--- src/rtl/sha256_share_arbiter_if.sv ---
// Handshake bundle between two message sources, the arbiter and the shared SHA-256 core.
// The master side is the requester/hash-core environment; the slave side is the arbiter.
interface sha256_share_arbiter_if;
    logic [1:0] req;
    logic [7:0] s0_data;
    logic [7:0] s1_data;
    logic       s0_valid;
    logic       s1_valid;
    logic       s0_last;
    logic       s1_last;
    logic       s0_ready;
    logic       s1_ready;
    logic [1:0] gnt;
    logic [7:0] sha_data;
    logic       sha_valid;
    logic       sha_last;
    logic       sha_start;
    logic       sha_done;
    logic [1:0] done;
    logic [1:0] timeout;
    logic [7:0] byte_count;

    modport master (
        output req,
        output s0_data,
        output s1_data,
        output s0_valid,
        output s1_valid,
        output s0_last,
        output s1_last,
        output sha_done,
        input  s0_ready,
        input  s1_ready,
        input  gnt,
        input  sha_data,
        input  sha_valid,
        input  sha_last,
        input  sha_start,
        input  done,
        input  timeout,
        input  byte_count
    );

    modport slave (
        input  req,
        input  s0_data,
        input  s1_data,
        input  s0_valid,
        input  s1_valid,
        input  s0_last,
        input  s1_last,
        input  sha_done,
        output s0_ready,
        output s1_ready,
        output gnt,
        output sha_data,
        output sha_valid,
        output sha_last,
        output sha_start,
        output done,
        output timeout,
        output byte_count
    );
endinterface

--- src/rtl/sha256_share_arbiter.sv ---
// Round-robin owner arbiter for one SHA-256 core shared by two byte-stream requesters.
// A job runs IDLE -> STREAM -> WAIT_DONE and ends on sha_done or on a wait timeout.
module sha256_share_arbiter #(
    parameter int unsigned TIMEOUT = 65535
) (
    input  logic clk,
    input  logic rst,
    sha256_share_arbiter_if.slave bus
);

    typedef enum logic [1:0] {
        IDLE      = 2'd0,
        STREAM    = 2'd1,
        WAIT_DONE = 2'd2
    } state_t;

    // Counter only has to reach TIMEOUT-1; the abandon happens on that edge.
    localparam int unsigned CW = (TIMEOUT > 2) ? $clog2(TIMEOUT) : 1;
    localparam logic [CW-1:0] WAIT_LAST = CW'(TIMEOUT - 1);

    state_t      state;
    logic [1:0]  gnt_q;
    logic        last_owner;
    logic [CW-1:0] wait_cnt;
    logic [7:0]  sha_data_q;
    logic        sha_valid_q;
    logic        sha_last_q;
    logic        sha_start_q;
    logic [1:0]  done_q;
    logic [1:0]  timeout_q;
    logic [7:0]  byte_count_q;

    logic        s0_ready_d;
    logic        s1_ready_d;
    logic        xfer0;
    logic        xfer1;
    logic        xfer;
    logic [7:0]  beat_data;
    logic        beat_last;
    logic [1:0]  grant_nxt;

    assign s0_ready_d = (state == STREAM) & gnt_q[0];
    assign s1_ready_d = (state == STREAM) & gnt_q[1];

    assign xfer0     = bus.s0_valid & s0_ready_d;
    assign xfer1     = bus.s1_valid & s1_ready_d;
    assign xfer      = xfer0 | xfer1;
    assign beat_data = xfer1 ? bus.s1_data : bus.s0_data;
    assign beat_last = xfer1 ? bus.s1_last : bus.s0_last;

    // last_owner=1 means requester 1 went last, so requester 0 wins a tie.
    always_comb begin
        grant_nxt = 2'b00;
        unique case (1'b1)
            bus.req == 2'b01: grant_nxt = 2'b01;
            bus.req == 2'b10: grant_nxt = 2'b10;
            bus.req == 2'b11: grant_nxt = last_owner ? 2'b01 : 2'b10;
            default:          grant_nxt = 2'b00;
        endcase
    end

    always_ff @(posedge clk or posedge rst) begin
        if (rst) begin
            state        <= IDLE;
            gnt_q        <= 2'b00;
            last_owner   <= 1'b1;
            wait_cnt     <= '0;
            sha_data_q   <= 8'h00;
            sha_valid_q  <= 1'b0;
            sha_last_q   <= 1'b0;
            sha_start_q  <= 1'b0;
            done_q       <= 2'b00;
            timeout_q    <= 2'b00;
            byte_count_q <= 8'h00;
        end else begin
            sha_valid_q <= 1'b0;
            sha_last_q  <= 1'b0;
            sha_start_q <= 1'b0;
            done_q      <= 2'b00;
            timeout_q   <= 2'b00;
            case (state)
                IDLE: begin
                    if (grant_nxt != 2'b00) begin
                        gnt_q        <= grant_nxt;
                        byte_count_q <= 8'h00;
                        state        <= STREAM;
                    end
                end
                STREAM: begin
                    if (xfer) begin
                        sha_data_q  <= beat_data;
                        sha_valid_q <= 1'b1;
                        if (byte_count_q != 8'hFF) begin
                            byte_count_q <= byte_count_q + 8'd1;
                        end
                        if (beat_last) begin
                            sha_last_q  <= 1'b1;
                            sha_start_q <= 1'b1;
                            wait_cnt    <= '0;
                            state       <= WAIT_DONE;
                        end
                    end
                end
                WAIT_DONE: begin
                    // A completion on the final wait cycle beats the abandon.
                    if (bus.sha_done) begin
                        done_q     <= gnt_q;
                        last_owner <= gnt_q[1];
                        gnt_q      <= 2'b00;
                        state      <= IDLE;
                    end else if (wait_cnt == WAIT_LAST) begin
                        timeout_q  <= gnt_q;
                        last_owner <= gnt_q[1];
                        gnt_q      <= 2'b00;
                        state      <= IDLE;
                    end else begin
                        wait_cnt <= wait_cnt + CW'(1);
                    end
                end
                default: begin
                    gnt_q <= 2'b00;
                    state <= IDLE;
                end
            endcase
        end
    end

    assign bus.s0_ready   = s0_ready_d;
    assign bus.s1_ready   = s1_ready_d;
    assign bus.gnt        = gnt_q;
    assign bus.sha_data   = sha_data_q;
    assign bus.sha_valid  = sha_valid_q;
    assign bus.sha_last   = sha_last_q;
    assign bus.sha_start  = sha_start_q;
    assign bus.done       = done_q;
    assign bus.timeout    = timeout_q;
    assign bus.byte_count = byte_count_q;

endmodule

--- src/flat_wrapper.sv ---
// flat-port wrapper written by rule: the top's interface ports become plain ports
module sha256_share_arbiter_flat 
#(
    parameter int unsigned TIMEOUT = 65535
)
  (clk, rst, bus_req, bus_s0_data, bus_s1_data, bus_s0_valid, bus_s1_valid, bus_s0_last, bus_s1_last, bus_sha_done, bus_s0_ready, bus_s1_ready, bus_gnt, bus_sha_data, bus_sha_valid, bus_sha_last, bus_sha_start, bus_done, bus_timeout, bus_byte_count);
  sha256_share_arbiter_if bus_i ();
  input  logic clk;
  input  logic rst;
  input wire logic [$bits(bus_i.req)-1:0] bus_req;
  input wire logic [$bits(bus_i.s0_data)-1:0] bus_s0_data;
  input wire logic [$bits(bus_i.s1_data)-1:0] bus_s1_data;
  input wire logic [$bits(bus_i.s0_valid)-1:0] bus_s0_valid;
  input wire logic [$bits(bus_i.s1_valid)-1:0] bus_s1_valid;
  input wire logic [$bits(bus_i.s0_last)-1:0] bus_s0_last;
  input wire logic [$bits(bus_i.s1_last)-1:0] bus_s1_last;
  input wire logic [$bits(bus_i.sha_done)-1:0] bus_sha_done;
  output wire logic [$bits(bus_i.s0_ready)-1:0] bus_s0_ready;
  output wire logic [$bits(bus_i.s1_ready)-1:0] bus_s1_ready;
  output wire logic [$bits(bus_i.gnt)-1:0] bus_gnt;
  output wire logic [$bits(bus_i.sha_data)-1:0] bus_sha_data;
  output wire logic [$bits(bus_i.sha_valid)-1:0] bus_sha_valid;
  output wire logic [$bits(bus_i.sha_last)-1:0] bus_sha_last;
  output wire logic [$bits(bus_i.sha_start)-1:0] bus_sha_start;
  output wire logic [$bits(bus_i.done)-1:0] bus_done;
  output wire logic [$bits(bus_i.timeout)-1:0] bus_timeout;
  output wire logic [$bits(bus_i.byte_count)-1:0] bus_byte_count;
  assign bus_i.req = bus_req;
  assign bus_i.s0_data = bus_s0_data;
  assign bus_i.s1_data = bus_s1_data;
  assign bus_i.s0_valid = bus_s0_valid;
  assign bus_i.s1_valid = bus_s1_valid;
  assign bus_i.s0_last = bus_s0_last;
  assign bus_i.s1_last = bus_s1_last;
  assign bus_i.sha_done = bus_sha_done;
  assign bus_s0_ready = bus_i.s0_ready;
  assign bus_s1_ready = bus_i.s1_ready;
  assign bus_gnt = bus_i.gnt;
  assign bus_sha_data = bus_i.sha_data;
  assign bus_sha_valid = bus_i.sha_valid;
  assign bus_sha_last = bus_i.sha_last;
  assign bus_sha_start = bus_i.sha_start;
  assign bus_done = bus_i.done;
  assign bus_timeout = bus_i.timeout;
  assign bus_byte_count = bus_i.byte_count;
  sha256_share_arbiter #(.TIMEOUT(TIMEOUT)) u_core (.clk(clk), .rst(rst), .bus(bus_i));
endmodule
--- config.mk ---
export PLATFORM = sky130hd
export DESIGN_NAME = sha256_share_arbiter_flat
export DESIGN_NICKNAME = d
export VERILOG_FILES = /design/src/rtl/sha256_share_arbiter_if.sv /design/src/rtl/sha256_share_arbiter.sv /design/src/flat_wrapper.sv
export SDC_FILE = /design/constraint.sdc
export NUM_CORES = 1
export LEC_CHECK = 0
export CELL_PAD_IN_SITES_DETAIL_PLACEMENT = 1
export CELL_PAD_IN_SITES_GLOBAL_PLACEMENT = 2
export CORE_MARGIN = 1
export CORE_UTILIZATION = 27
export CTS_CLUSTER_DIAMETER = 120
export DETAILED_ROUTE_END_ITERATION = 7
export GPL_TIMING_DRIVEN = 1
export HOLD_SLACK_MARGIN = 0.06
export PLACE_DENSITY = 0.79
export SLEW_MARGIN = 5
export SYNTH_ARGS = -nofsm -noshare
export SYNTH_HDL_FRONTEND = slang
export SYNTH_SLANG_ARGS = --single-unit
--- constraint.sdc ---
create_clock -name clk -period 1.85 [get_ports clk]
set_input_delay 0.185 -clock clk [delete_from_list [all_inputs] [get_ports clk]]
set_output_delay 0.185 -clock clk [all_outputs]
set_load 0.01 [all_outputs]
# --- After elaboration in Yosys (flattened, before gate mapping) ---
# Index checks and enable logic that the tools add are counted.
word_totals:
  reg_bits: 43
  output_inout_bits: 27
classes:
  n_reduce_logical: 11
  bitwise: 6
  muxes: 33
  n_eq_ne: 14
  addsub: 2
op_table:
  columns: ["operator", "n"]
  rows:
  - ["16-bit 2-to-1 mux", 4]
  - ["8-bit 2-to-1 mux", 4]
  - ["16-bit one-hot mux with 2 select lines", 1]
  - ["2-bit 2-to-1 mux", 12]
  - ["2-bit one-hot mux with 3 select lines", 3]
  - ["16-bit by 1-bit adder with 16-bit output, second input constant", 1]
  - ["16-bit equality test, second input constant", 1]
  - ["8-bit one-hot mux with 2 select lines", 1]
  - ["8-bit by 1-bit adder with 8-bit output, second input constant", 1]
  - ["1-bit 2-to-1 mux", 8]
  - ["8-bit != test, second input constant", 1]
  - ["4-bit AND reduction", 2]
  - ["2-bit nonzero test", 4]
  - ["2-bit equality test, second input constant", 3]
  - ["2-bit by 1-bit != test with 1-bit output, second input constant", 3]
  - ["2-bit != test, second input constant", 3]
  - ["5-bit AND reduction", 1]
  - ["1-bit bitwise AND", 4]
  - ["2-bit by 1-bit equality test with 1-bit output, second input constant", 2]
  - ["2-bit AND reduction", 2]
  - ["3-bit by 2-bit != test with 1-bit output, second input constant", 1]
  - ["3-bit AND reduction", 1]
  - ["2-bit logical NOT", 1]
  - ["1-bit NOT", 1]
  - ["1-bit OR", 1]

# --- Longest topological paths before layout ---
depth:
  depth_word: 7
  mapped_depth: 7
  ltp_nobuf: 6

# --- Worst setup path before layout ---
# Ideal clock, no wire load.
synth_path:
  path_type: "flip-flop to flip-flop"
  from: "reg u_core.wait_cnt[0]"
  to: "reg u_core.wait_cnt[4]"
  path_slack_ps: -149
  stages_incl_launch_ff: 8
  path_buffers: 1
  arrival_time_ps: 1920
  synth_period_minus_slack_ps: 1999
  setup_ps: 79
  path_cell_list: "dfrtp_1 inv_1 ha_1 and4_1 and4_1 clkbuf_1 or4_2 a21oi_1"
synth_via:
  elab_chain_len: 4
  word_cells_on_any_way: 7
synth_lines:
  columns: ["item", "line", "text"]
  rows:
  - ["start: declaration", "sha256_share_arbiter.sv:24", "logic [CW-1:0] wait_cnt;"]
  - ["start signal: assignment", "sha256_share_arbiter.sv:117", "wait_cnt <= wait_cnt + CW'(1);"]
  - ["16-bit by 1-bit adder with 16-bit output", "sha256_share_arbiter.sv:117", null]
  - ["16-bit 2-to-1 mux", "sha256_share_arbiter.sv:111", "end else if (wait_cnt == WAIT_LAST) begin"]
  - ["16-bit 2-to-1 mux", "sha256_share_arbiter.sv:106", "if (bus.sha_done) begin"]
  - ["16-bit one-hot mux with 2 select lines", "sha256_share_arbiter.sv:81", "case (state)"]
# Parallel ways exist; a longest one is shown, timed or not. The select of a mux whose other input is x is not followed.
# A chain may end at the register's enable or synchronous reset.

# --- Worst setup path in the final report ---
# Same ends and word-level chain as after synthesis.

==> impl_metrics.csv <==
group,metric,value,unit
detailed_routing,wl_per_cell,15.5,um
detailed_routing,firstDrtPassIters,4,
floorplan,die_height,92.8,um
setup_path,reg2regPathDepth,7,
timing,fin_crit_sh,0.969,
layout,n_antenna_cell,0,
setup_path,rrSetupSlack,0.06,ns
synthesis,synth_cells,224,
synthesis,async_flop_share,1.00,
placed_design,dpl_cell_area,3140,um^2
clock_network,numClockSinks,43,
floorplan,rows,32,
clock_network,hold_buffers,0,
setup_path,worstPathMaxFanout,4,
detailed_routing,num_vias,2126,
timing,setup_tns,0,ns
detailed_routing,top_layer,"met4",
synthesis,synth.distinct_cells,46,
power,ir_drop,444,uV
power,p_total,3.87,mW
timing,report.final.slew_viol_count,0,
outcome,outcome,"finished clean",
layout,finish.instance_area,3300,um^2
clock_network,cts_setup_buffers,0,
clock_network,cts_tree,"built",
detailed_routing,ant_nets,0,
synthesis,ys_ff_latch,43,
synthesis,synth.net_count,252,
placed_design,dp_hpwl,4690,um
layout,nets,341,
synthesis,synth_area_leader_cell,"dfrtp_1",
setup_path,crit_top_cell,"and4_4",
synthesis,synth.most_common_cell,"dfrtp_1",
layout,fin_util,0.420,
grt,grt_pass1_vias,2235,
timing,fmax,0.558,GHz
detailed_routing,wirelength_met1,2990,um
layout,fin_cells,416,
synthesis,synth_flop_cell,"dfrtp_1",
power,power_density,1170,nW/um^2
setup_path,crit_chain,"inv_2, ha_2, and4_4, and4_4, buf_4, or4_4, a21oi_1",
synthesis,syn_area_per_cell,9.93,um^2
job,drv_cap,0,
clock_network,clkTransAtPathRegs,0.09,ns
power,power_leakage,1.46,nW
setup_path,worstReg2RegEnd,"u_core.wait_cnt[4]",
synthesis,ys_warn_count,0,
floorplan,fp.dieW,92.8,um
clock_network,clockBufferDepth,2,
grt,grt_max_degree,31,
detailed_routing,drc,0,
synthesis,synth-seq-area-share,0.484,
floorplan,core-area,7850,um^2
timing,finalCriticalPeriod,1.79,ns
clock_network,ctsHtreeMaxLevel,2,
floorplan,start_util,0.283,
synthesis,syn_area,2220,um^2
synthesis,yosys-top-cells-count,"42 x dfrtp_1, 19 x a21oi_1, 16 x o21ai_0",
setup_path,r2r_start,"u_core.wait_cnt[0]",
timing,finClkSkew,0.0110,ns
grt,antenna_found_initial,0,
placed_design,io_buffers,51,
floorplan,dieArea,8610,um^2
setup_path,crit_required,2.07,ns
worst_hold_path,hold_path_class,"in2async",
synthesis,synth_top_area_frac,0.472,
grt,track_usage,0.157,
detailed_routing,wl_met3,180,um
clock_network,numCtsBuffers,5,
detailed_routing,drtIter0Drc,61,
setup_path,end_kind,"register",
layout,syn2layout_area_growth,48.2,%
detailed_routing,wl_met2,3200,um
setup_path,cp-startpoint,"u_core.wait_cnt[0]",
placed_design,gp_congestion,0.793,
setup_path,startpoint_type,"register",
synthesis,synth-edff-count,0,
timing,worst_pin_slew,0.594,ns
placed_design,dpl.cell_count,408,
grt,grt_pass1_wl,10700,um
timing,max-slew-margin-rel,0.601,
timing,hold_viol_final,0,
setup_path,critical_path_class,"reg2reg",
setup_path,cp_slowest_cell,"or4_4",
detailed_routing,viasPerCell,5.11,
timing,hold_ws,0.181,ns
setup_path,critPathArrivalTime,2.01,ns
layout,drive_above_1_share,0.232,
clock_network,cts-root-buf,"clkbuf_8",
synthesis,synth_area_leaders,"dfrtp_1 47%, mux2i_1 5.8%, a21oi_1 4.3%, o21ai_0 3.6%, nor2_1 2.5%",
timing,final.setup.worst_slack,0.0577,ns
detailed_routing,routed_wl,6430,um
grt,grt_overflow_total,0,
floorplan,io-pin-count,52,
setup_path,critPathMaxStageDelay,0.46,ns
placed_design,preCtsSetupSlack,-0.151,ns
clock_network,clkLatencyLatePin,0.29,ns
timing,setup_viol,0,
per-layer routing:
layer / vias up / global-route usage
met3: 6 / 0.0263
li1: 1015 / -
met5: - / 0
met4: 0 / 0.0436
met1: 1062 / 0.202
met2: 43 / 0.268
how the worst max path moves through the flow:
stage	end	slack (ns)	cells after the start
final	u_core.wait_cnt[4]	0.06	7
after CTS	u_core.wait_cnt[13]	0.008	6
after floorplan	u_core.wait_cnt[14]	-0.007	6
after global placement	u_core.wait_cnt[14]	-0.11	5
after global routing	u_core.wait_cnt[4]	-0.002	7
after detailed placement	u_core.wait_cnt[14]	-0.15	5
report_power, final:
part	switching, mW	internal (mW)	total, mW
registers	0.158	1.18	1.33
logic	0.846	0.917	1.76
clock network	0.337	0.438	0.775
timing repair:
action,CTS,global route
gates resized for setup,8,8
pin swaps,0,3
endpoints found under the setup margin,9,11
hold endpoints to repair,0,0
worst max-delay path, delay by kind of cell (launching register included):
family,cells,cell delay [ns]
buffers and inverters,2,0.19
and+or+nand+nor,3,0.84
DFF,1,0.37
AOI/OAI and AO/OA,1,0.14
adders and majority gates,1,0.18
registers in the layout, indices dropped and copies added, names as in the netlist, 2 cells and up:
signal and flops:
u_core.bus.sha_data 8, u_core.bus.done 2, u_core.bus.byte_count 8, u_core.bus.timeout 2
u_core.wait_cnt 16, u_core.state 2, u_core.bus.gnt 2
final cells by class:
cell class | instances | area, um^2
repair buffers | 92 | 832
well taps | 102 | 128
inverters | 7 | 26.3
multi-input cells | 164 | 1120
flip-flops and latches | 43 | 1080
clock buffers | 6 | 82.6
fillers | 919 | 4550
clock inverters | 2 | 35.0
logic make-up (layout without fill, tap and decap cells):
logic type                 Yosys count  count (layout)  share of synthesized area
and+or+nand+nor                     83              83                      0.213
AOI/OAI and AO/OA                   62              62                      0.175
DFF                                 43              43                      0.484
buffers and inverters               17             107                     0.0371
muxes                               16              16                     0.0737
adders and majority gates            3               3                     0.0169
placed cells by master, fill, tap and decap left out, types with 2 or more instances in the layout:
cell type | synthesis | final
nor3b_1 | 2 | 2
and4_1 | 6 | 4
ha_1 | 3 | 2
inv_1 | 7 | 5
clkdlybuf4s50_1 | 0 | 49
mux2_2 | 3 | 3
or4_4 | 0 | 4
o21ai_0 | 16 | 15
o22ai_1 | 2 | 2
o31ai_1 | 7 | 7
dlygate4sd2_1 | 0 | 2
or4_1 | 4 | 2
and4_4 | 0 | 2
o22a_1 | 3 | 3
nor2_1 | 15 | 14
clkbuf_8 | 0 | 6
and2_1 | 6 | 6
nand4_1 | 5 | 5
a21oi_2 | 0 | 3
and3_1 | 8 | 8
nand3_1 | 10 | 10
a21oi_1 | 19 | 16
nor3_1 | 4 | 4
nand2b_1 | 3 | 3
mux2i_1 | 13 | 13
nand2_1 | 12 | 12
buf_4 | 1 | 39
dfrtp_1 | 42 | 42
Power figures use the tool's default switching activity.
